File: src/rtl/mc_ctrl_pkg.sv
// Shared MIPS multi-cycle control encodings:
// states, instruction classes, opcodes, functs, mux codes.
package mips_defs;

  typedef enum logic [3:0] {
    S_FETCH, S_DCD, S_EXE, S_MEMRD, S_MEMWR,
    S_WBALU, S_WBMEM, S_BR, S_JMP, S_HALT
  } state_t;

  typedef enum logic [3:0] {
    C_RTYPE, C_ORI, C_LUI, C_LW, C_SW,
    C_BEQ, C_J, C_JAL, C_JR, C_BAD
  } iclass_t;

  localparam logic [5:0] OP_R   = 6'b000000;
  localparam logic [5:0] OP_ORI = 6'b001101;
  localparam logic [5:0] OP_LUI = 6'b001111;
  localparam logic [5:0] OP_LW  = 6'b100011;
  localparam logic [5:0] OP_SW  = 6'b101011;
  localparam logic [5:0] OP_BEQ = 6'b000100;
  localparam logic [5:0] OP_J   = 6'b000010;
  localparam logic [5:0] OP_JAL = 6'b000011;

  localparam logic [5:0] FN_ADDU = 6'b100001;
  localparam logic [5:0] FN_SUBU = 6'b100011;
  localparam logic [5:0] FN_JR   = 6'b001000;

  localparam logic [2:0] NPC_PC4 = 3'd0;
  localparam logic [2:0] NPC_BEQ = 3'd1;
  localparam logic [2:0] NPC_JMP = 3'd2;
  localparam logic [2:0] NPC_JR  = 3'd3;

  localparam logic [2:0] ALU_ADD = 3'd0;
  localparam logic [2:0] ALU_SUB = 3'd1;
  localparam logic [2:0] ALU_OR  = 3'd2;
  localparam logic [2:0] ALU_LUI = 3'd3;

  localparam logic [1:0] DST_RT = 2'd0;
  localparam logic [1:0] DST_RD = 2'd1;
  localparam logic [1:0] DST_RA = 2'd2;

  localparam logic [1:0] M2R_ALU = 2'd0;
  localparam logic [1:0] M2R_MEM = 2'd1;
  localparam logic [1:0] M2R_PC4 = 2'd2;

endpackage

File: src/rtl/mc_ctrl_if.sv
// Control bundle between mc_ctrl and the datapath:
// IR fields and zero in, enables and selects out.
interface mc_ctrl_if;
  logic [5:0] op;
  logic [5:0] funct;
  logic       zero;
  logic       PCWr;
  logic       IRWr;
  logic [2:0] npcSel;
  logic       RegWr;
  logic [1:0] RegDst;
  logic       ALUSrc;
  logic [2:0] ALUOp;
  logic       ExtOp;
  logic       MemWr;
  logic [1:0] MemToReg;
  logic       illegal;

  modport master (
    input  op, funct, zero,
    output PCWr, IRWr, npcSel, RegWr, RegDst,
    output ALUSrc, ALUOp, ExtOp, MemWr,
    output MemToReg, illegal
  );

  modport slave (
    output op, funct, zero,
    input  PCWr, IRWr, npcSel, RegWr, RegDst,
    input  ALUSrc, ALUOp, ExtOp, MemWr,
    input  MemToReg, illegal
  );
endinterface

File: src/rtl/mc_ctrl_decode.sv
// op/funct to instruction class; anything
// unrecognised maps to C_BAD.
module mc_decode
  import mips_defs::*;
(
  input  logic [5:0] op,
  input  logic [5:0] funct,
  output iclass_t    cls
);

  logic is_r;
  assign is_r = (op == OP_R);

  // classify the latched instruction
  always_comb begin
    cls = C_BAD;
    unique case (1'b1)
      is_r && (funct == FN_ADDU ||
               funct == FN_SUBU): cls = C_RTYPE;
      is_r && funct == FN_JR:     cls = C_JR;
      op == OP_ORI:               cls = C_ORI;
      op == OP_LUI:               cls = C_LUI;
      op == OP_LW:                cls = C_LW;
      op == OP_SW:                cls = C_SW;
      op == OP_BEQ:               cls = C_BEQ;
      op == OP_J:                 cls = C_J;
      op == OP_JAL:               cls = C_JAL;
      default:                    cls = C_BAD;
    endcase
  end

endmodule

File: src/rtl/mc_ctrl.sv
// Multi-cycle MIPS control FSM (fetch..write-back).
// MC_CTRL_ILLEGAL_TRAP_EN: bad opcodes halt until reset.
module mc_ctrl
  import mips_defs::*;
(
  input  logic      clk,
  input  logic      rst,
  mc_ctrl_if.master bus
);

  state_t  state;
  state_t  nxt;
  iclass_t cls;

  logic pcwr, irwr, regwr, memwr;

  mc_decode u_dec (
    .op    (bus.op),
    .funct (bus.funct),
    .cls   (cls)
  );

  // state register, forced to FETCH by reset
  always_ff @(posedge clk or negedge rst) begin
    if (!rst) state <= S_FETCH;
    else      state <= nxt;
  end

  // next state and Moore output decode
  always_comb begin
    nxt          = S_FETCH;
    pcwr         = 1'b0;
    irwr         = 1'b0;
    regwr        = 1'b0;
    memwr        = 1'b0;
    bus.npcSel   = NPC_PC4;
    bus.RegDst   = DST_RT;
    bus.ALUSrc   = 1'b0;
    bus.ALUOp    = ALU_ADD;
    bus.ExtOp    = 1'b0;
    bus.MemToReg = M2R_ALU;
    case (state)
      S_FETCH: begin
        irwr = 1'b1;
        pcwr = 1'b1;
        nxt  = S_DCD;
      end
      S_DCD: begin
        case (cls)
          C_RTYPE, C_ORI, C_LUI,
          C_LW, C_SW:      nxt = S_EXE;
          C_BEQ:           nxt = S_BR;
          C_J, C_JAL, C_JR: nxt = S_JMP;
`ifdef MC_CTRL_ILLEGAL_TRAP_EN
          default:         nxt = S_HALT;
`else
          default:         nxt = S_FETCH;
`endif
        endcase
      end
      S_EXE: begin
        bus.ALUSrc = (cls != C_RTYPE);
        bus.ExtOp  = (cls == C_LW) || (cls == C_SW);
        case (cls)
          C_RTYPE: bus.ALUOp = (bus.funct == FN_SUBU)
                               ? ALU_SUB : ALU_ADD;
          C_ORI:   bus.ALUOp = ALU_OR;
          C_LUI:   bus.ALUOp = ALU_LUI;
          default: bus.ALUOp = ALU_ADD;
        endcase
        case (cls)
          C_LW:    nxt = S_MEMRD;
          C_SW:    nxt = S_MEMWR;
          default: nxt = S_WBALU;
        endcase
      end
      S_WBALU: begin
        regwr      = 1'b1;
        bus.RegDst = (cls == C_RTYPE) ? DST_RD : DST_RT;
      end
      S_MEMRD: nxt = S_WBMEM;
      S_WBMEM: begin
        regwr        = 1'b1;
        bus.MemToReg = M2R_MEM;
      end
      S_MEMWR: memwr = 1'b1;
      S_BR: begin
        bus.ALUOp  = ALU_SUB;
        bus.npcSel = NPC_BEQ;
        pcwr       = bus.zero;
      end
      S_JMP: begin
        pcwr = 1'b1;
        if (cls == C_JR) begin
          bus.npcSel = NPC_JR;
        end else begin
          bus.npcSel = NPC_JMP;
        end
        if (cls == C_JAL) begin
          regwr        = 1'b1;
          bus.RegDst   = DST_RA;
          bus.MemToReg = M2R_PC4;
        end
      end
`ifdef MC_CTRL_ILLEGAL_TRAP_EN
      S_HALT: nxt = S_HALT;
`endif
      default: nxt = S_FETCH;
    endcase
  end

  // write enables are held off while in reset
  assign bus.PCWr  = pcwr  & rst;
  assign bus.IRWr  = irwr  & rst;
  assign bus.RegWr = regwr & rst;
  assign bus.MemWr = memwr & rst;

`ifdef MC_CTRL_ILLEGAL_TRAP_EN
  assign bus.illegal = (state == S_HALT);
`else
  assign bus.illegal = 1'b0;
`endif

endmodule

File: src/flat_wrapper.sv
// flat-port wrapper written by rule: the top's interface ports become plain ports
module mc_ctrl_flat import mips_defs::*;
  (clk, rst, bus_op, bus_funct, bus_zero, bus_PCWr, bus_IRWr, bus_npcSel, bus_RegWr, bus_RegDst, bus_ALUSrc, bus_ALUOp, bus_ExtOp, bus_MemWr, bus_MemToReg, bus_illegal);
  mc_ctrl_if bus_i ();
  input  logic clk;
  input  logic rst;
  input wire logic [$bits(bus_i.op)-1:0] bus_op;
  input wire logic [$bits(bus_i.funct)-1:0] bus_funct;
  input wire logic [$bits(bus_i.zero)-1:0] bus_zero;
  output wire logic [$bits(bus_i.PCWr)-1:0] bus_PCWr;
  output wire logic [$bits(bus_i.IRWr)-1:0] bus_IRWr;
  output wire logic [$bits(bus_i.npcSel)-1:0] bus_npcSel;
  output wire logic [$bits(bus_i.RegWr)-1:0] bus_RegWr;
  output wire logic [$bits(bus_i.RegDst)-1:0] bus_RegDst;
  output wire logic [$bits(bus_i.ALUSrc)-1:0] bus_ALUSrc;
  output wire logic [$bits(bus_i.ALUOp)-1:0] bus_ALUOp;
  output wire logic [$bits(bus_i.ExtOp)-1:0] bus_ExtOp;
  output wire logic [$bits(bus_i.MemWr)-1:0] bus_MemWr;
  output wire logic [$bits(bus_i.MemToReg)-1:0] bus_MemToReg;
  output wire logic [$bits(bus_i.illegal)-1:0] bus_illegal;
  assign bus_i.op = bus_op;
  assign bus_i.funct = bus_funct;
  assign bus_i.zero = bus_zero;
  assign bus_PCWr = bus_i.PCWr;
  assign bus_IRWr = bus_i.IRWr;
  assign bus_npcSel = bus_i.npcSel;
  assign bus_RegWr = bus_i.RegWr;
  assign bus_RegDst = bus_i.RegDst;
  assign bus_ALUSrc = bus_i.ALUSrc;
  assign bus_ALUOp = bus_i.ALUOp;
  assign bus_ExtOp = bus_i.ExtOp;
  assign bus_MemWr = bus_i.MemWr;
  assign bus_MemToReg = bus_i.MemToReg;
  assign bus_illegal = bus_i.illegal;
  mc_ctrl u_core (.clk(clk), .rst(rst), .bus(bus_i));
endmodule
File: config.mk
export PLATFORM = sky130hd
export DESIGN_NAME = mc_ctrl_flat
export DESIGN_NICKNAME = d
export VERILOG_FILES = /design/src/rtl/mc_ctrl_pkg.sv /design/src/rtl/mc_ctrl_if.sv /design/src/rtl/mc_ctrl_decode.sv /design/src/rtl/mc_ctrl.sv /design/src/flat_wrapper.sv
export SDC_FILE = /design/constraint.sdc
export NUM_CORES = 1
export LEC_CHECK = 0
export BUFFER_PORTS_ARGS = -buffer_cell sky130_fd_sc_hd__buf_2
export CELL_PAD_IN_SITES_DETAIL_PLACEMENT = 0
export CELL_PAD_IN_SITES_GLOBAL_PLACEMENT = 1
export CORE_ASPECT_RATIO = 1.5
export CORE_MARGIN = 5
export CORE_UTILIZATION = 32
export CTS_CLUSTER_DIAMETER = 200
export DETAILED_ROUTE_END_ITERATION = 7
export GPL_ROUTABILITY_DRIVEN = 0
export PLACE_DENSITY_LB_ADDON = 0.1
export SLEW_MARGIN = 10
export SYNTH_ARGS = -nofsm -noshare
export SYNTH_HDL_FRONTEND = slang
export SYNTH_SLANG_ARGS = --single-unit
File: constraint.sdc
create_clock -name clk -period 3.63 [get_ports clk]
set_input_delay 0.363 -clock clk [delete_from_list [all_inputs] [get_ports clk]]
set_output_delay 0.363 -clock clk [all_outputs]
set_load 0.02 [all_outputs]
; Word level (Yosys, flattened, before mapping)
; Memory sizes are Yosys's and may differ from the RTL's.
; Index checks and enable logic that the tools add are counted.
[op_classes]
n_eq_ne = 24
muxes = 19
bitwise = 4
n_reduce_logical = 10
[ops]
columns = op, count
row1 = 4-bit one-hot mux with 9 select lines, 1
row2 = "4-bit by 3-bit == test with 1-bit output, second input constant", 6
row3 = "6-bit == test, second input constant", 4
row4 = "6-bit by 4-bit == test with 1-bit output, second input constant", 3
row5 = 3-bit one-hot mux with 2 select lines, 3
row6 = "4-bit by 2-bit == test with 1-bit output, second input constant", 4
row7 = 4-bit one-hot mux with 4 select lines, 1
row8 = "6-bit by 2-bit == test with 1-bit output, second input constant", 2
row9 = 3-bit one-hot mux with 3 select lines, 1
row10 = "4-bit by 1-bit == test with 1-bit output, second input constant", 2
row11 = "4-bit == test, second input constant", 2
row12 = 4-bit zero test, 2
row13 = 1-bit two-way mux, 8
row14 = 2-bit one-hot mux with 2 select lines, 2
row15 = "6-bit by 3-bit == test with 1-bit output, second input constant", 1
row16 = 6-bit zero test, 1
row17 = 1-bit bitwise AND, 4
row18 = 1-bit one-hot mux with 2 select lines, 2
row19 = 4-bit nonzero test, 1
row20 = 2-bit OR reduction, 2
row21 = 1-bit logical AND, 2
row22 = 1-bit logical OR, 2
row23 = 2-bit two-way mux, 1
[totals]
ff_bits = 4
mem_bits_ro = 64
inputBits = 15
out_inout_bits = 17
elab_cells = 59
memories = 1
[mem_list]
columns = name, words, word_bits, rd, rd_ports_with_merged_regs, write_ports, line_no
row1 = (no name shown), 16, 4, 1, 0, 0, mc_ctrl.sv:49  ; case (cls)

; Depth between registers and ports, before layout
[depth]
depth_word = 8
mapped_depth = 6
mapped_depth_nobuf = 5

; Hierarchy
; Synthesis repeated with hierarchy kept, for this count alone.
[hier_totals]
cells_unflattened = 88
area_unflattened_um2 = 684.4
[modules_own_cells]
columns = module, instances, cells_per_inst, area_each_um2, seq_area_each_um2
row1 = mc_ctrl, 1, 62, 490.5, 100.1
row2 = mc_decode, 1, 26, 193.9, 0.0

; Worst setup path after synthesis
; No wires, ideal clock.
[synth_timing]
path_type = input to output
from = input bus_op[1]
to = output bus_ALUOp[0]
arrival_time_ns = 2.131
required_ns = 3.267
path_slack_ns = 1.136
stages = 6
n_path_buf = 1
path_cell_list = buf_2 > or4_4 > or4b_4 > o311ai_4 > nand3_1 > o21ai_1
[synth_between]
elab_chain_cells = 6
elab_cells_between_ends = 16
classes_between = 9 x eq/ne / 3 x mux / 4 x reduce/logical
[synth_lines]
columns = element, line_no
row1 = "start, declared", flat_wrapper.sv:7  ; input wire logic [$bits(bus_i.op)-1:0] bus_op;
row2 = 6-bit zero test, mc_ctrl_decode.sv:12  ; assign is_r = (op == OP_R);
row3 = 1-bit logical AND (on tied branches), "mc_ctrl_decode.sv:20, mc_ctrl_decode.sv:18"
row4 = 4-bit one-hot mux with 9 select lines (*), mc_ctrl_decode.sv:17  ; unique case (1'b1)
row5 = "4-bit by 2-bit == test with 1-bit output, or another cell as far along", mc_ctrl.sv:64  ; case (cls)
row6 = 3-bit one-hot mux with 3 select lines (*), mc_ctrl.sv:64
row7 = 3-bit one-hot mux with 2 select lines (*), mc_ctrl.sv:42  ; case (state)
row8 = "end, declared", flat_wrapper.sv:16  ; output wire logic [$bits(bus_i.ALUOp)-1:0] bus_ALUOp;
; Mark *: on every way between the ends. The rest lies on a longest branch, timed or not.

; Worst setup path in the final report
[layout_timing]
from = input bus_op[5]
to = output bus_ALUOp[0]
; Same word-level chain as after synthesis.

==> results.toml <==
[critical_path]
worst-setup-path-type = "input port to output port"
cp_max_fo = 10
cp.arrival_ns = 2.19
cp-end-kind = "output port"
startpoint_type = "input port"
cp_data_required_time_ns = 3.27

[finish]
multiInputGateArea_um2 = 468
nets = 132
drive_above_1_share_pct = 33.0
final_cell_mix = "buf_2 (28), nor2_1 (13), nand2_1 (7), inv_1 (5)"
layout.area.seq_um2 = 100
final_cells = 137
fin_util_pct = 39.8
final_cell_area_um2 = 787
final_common_cell = "buf_2"
largest_reg_flops = 4
reg.largest.list = "u_core.state (4)"
area_growth_pct = 22.6
antennaDiodeCount = 0
fillerInstances = 223
top_register = "u_core.state"

[grt]
grt_max_degree = 15
grt_use_total_pct = 14.7
antenna_found_initial = 0
grt_use_met1_pct = 15.9
grt.busiest_layer = "met2"
grt_pass1_wl_um = 3270
grt_pass1_vias = 740
grtUsageMet2_pct = 24.5
grt_use_met3_pct = 2.22
grt-ovfl-total = 0

[synth]
synth_edf_count = 0
postSynthAreaPerCell_um2 = 7.05
yosys_warnings = 0
synth_seq_cells = 4
synth_flop_cell = "dfrtp_1"
synth_area_leader_cell = "dfrtp_1"
synth_top_area_share_pct = 15.6
postSynthCellCount = 91
synth.yosys.seq_area_share_pct = 15.6
ys_types = 41
async_flop_share_pct = 100
netlist_top_cells_area = "dfrtp_1 (16%), nor2_1 (7.6%), buf_4 (4.7%)"
syn_area_um2 = 642

[place]
placed_cells = 133
port_buffers = 28
dpl_worst_slack_ns = 1.06
dpl_cell_area_um2 = 754
hpwl_um = 1590

[power]
swShare_pct = 45.0
seq_power_share_pct = 31.1
power.leakage_nw = 0.381
switchingPower_w = 0.000122
p_int_w = 0.000149
ir_worst_vdd_mv = 0.130
pwr-share-clk_pct = 20.2
p_per_area_nw_per_um2 = 344
comb_power_share_pct = 48.7

[sta]
drv_slew = 0
layout_min_cycle_time_ns = 2.55
rsz0062_at_grt = "no"
clock.fmax_mhz = 391
finalCritPeriodShare_pct = 70.4
hold_viol = 0
tns_ns = 0
setup_violations = 0
setup_slack_ns = 1.08
fin_skew_ns = 0.00137

[drt]
vias = 739
drt-pass1-iter-count = 3
dr.first_iter.drc_count = 4
wire_per_inst_um = 14.0
wl_um = 1910
drc_errors = 0
viasPerCell = 5.39
drtAntennaViolNets = 0

[clock_network]
clkTransAtPathRegs_ns = 0.04
cts_resized = 0
cts_buffer_depth = 2
cts_tree = "yes"
cts_root_buffer = "clkbuf_4"
htreeDepth = 1
cts_made_buffers = 3
cts_setup_buffers = 0
clock_latency_ns = 0.23
cts.sinks = 4

[status]
status = "finished clean"

[die]
row_count = 20
die_y_um = 64.9
ios = 32
dieArea_um2 = 3020
core_um2 = 1980
die_w_um = 46.6
initial_utilization_pct = 32.5

[flow_run]
max_cap_violations = 0

[worst_hold_path]
hold_class = "input port to asynchronous set/reset pin"
[cell type report]
| cell class | count | share of cell area, % |
|---|---|---|
| well taps | 22 | 3.50 |
| inverters | 5 | 2.38 |
| repair buffers | 29 | 19.1 |
| multi-input cells | 74 | 59.5 |
| clock buffers | 3 | 2.86 |
| flip-flops and latches | 4 | 12.7 |
[synth_stat cells (2+ instances only)]
master    number
a21oi_1        3
a41oi_1        2
nor4_1         2
o21a_1         3
nand2b_1       3
o21ai_0        3
clkbuf_1       3
buf_4          4
inv_1          5
nand2_1        7
or3_1          2
dfrtp_1        4
nor2b_1        2
nor2_1        13
nor3_1         4
and3b_1        2
nand3_1        4
buf_2          2
[metal layers]
metal  wire length (um)  up-vias
met5                  0        -
met4                 89        0
met3                 95       10
met2               1030       20
met1                699      333
li1                   -      376
[power groups by stage]
stage | sequential, W | clock, W | combinational, W
CTS | 0.0000836 | 0.0000566 | 0.000134
global placement | 0.0000848 | 0 | 0.000133
global route | 0.0000864 | 0.0000615 | 0.000149
floorplan | 0.0000720 | 0 | 0.000107
detailed placement | 0.0000838 | 0 | 0.000132
finish | 0.0000841 | 0.0000546 | 0.000132
[kinds of logic after synthesis]
kind of cell / count (synthesis) / share of synthesized area, %
other: 1 / 0.584
buffers and inverters: 15 / 12.7
flip-flops: 4 / 15.6
AND/OR/NAND/NOR: 48 / 43.1
XOR/XNOR: 2 / 2.73
AO/OA/AOI/OAI: 21 / 25.3
[through the flow]
step / hold slack (ns) / total power, W
6_report: 0.488 / 0.000270
5_1_grt: 0.496 / 0.000297
4_1_cts: 0.490 / 0.000274
3_5_place_dp: 0.199 / 0.000216
3_3_place_gp: 0.194 / 0.000218
2_1_floorplan: 0.0674 / 0.000179
[repair_timing]
action | CTS | global route
setup endpoints to repair | 0 | 0
hold endpoints to repair | 4 | 0
hold buffers | 1 | 0
[worst paths after layout]
check                                startpoint               to  slack (ns)  cells after the start
worst max-delay path                  bus_op[5]     bus_ALUOp[0]        1.08                      7
worst min-delay path                        rst  u_core.state[0]        0.49                      2
worst max register to register  u_core.state[1]  u_core.state[3]        2.56                      2
worst min register to register  u_core.state[2]  u_core.state[1]        0.61                      1
max in group asynchronous                   rst  u_core.state[1]        2.99                      2
min in group clk                      bus_op[5]  u_core.state[1]        0.60                      3
[critical path: stages]
cell and delay, ns:
buf_2 0.16, or4_4 0.55, or4b_4 0.57, o311ai_4 0.09, nand3_1 0.14, o21ai_1 0.15, buf_2 0.17
Power figures use the tool's default switching activity.
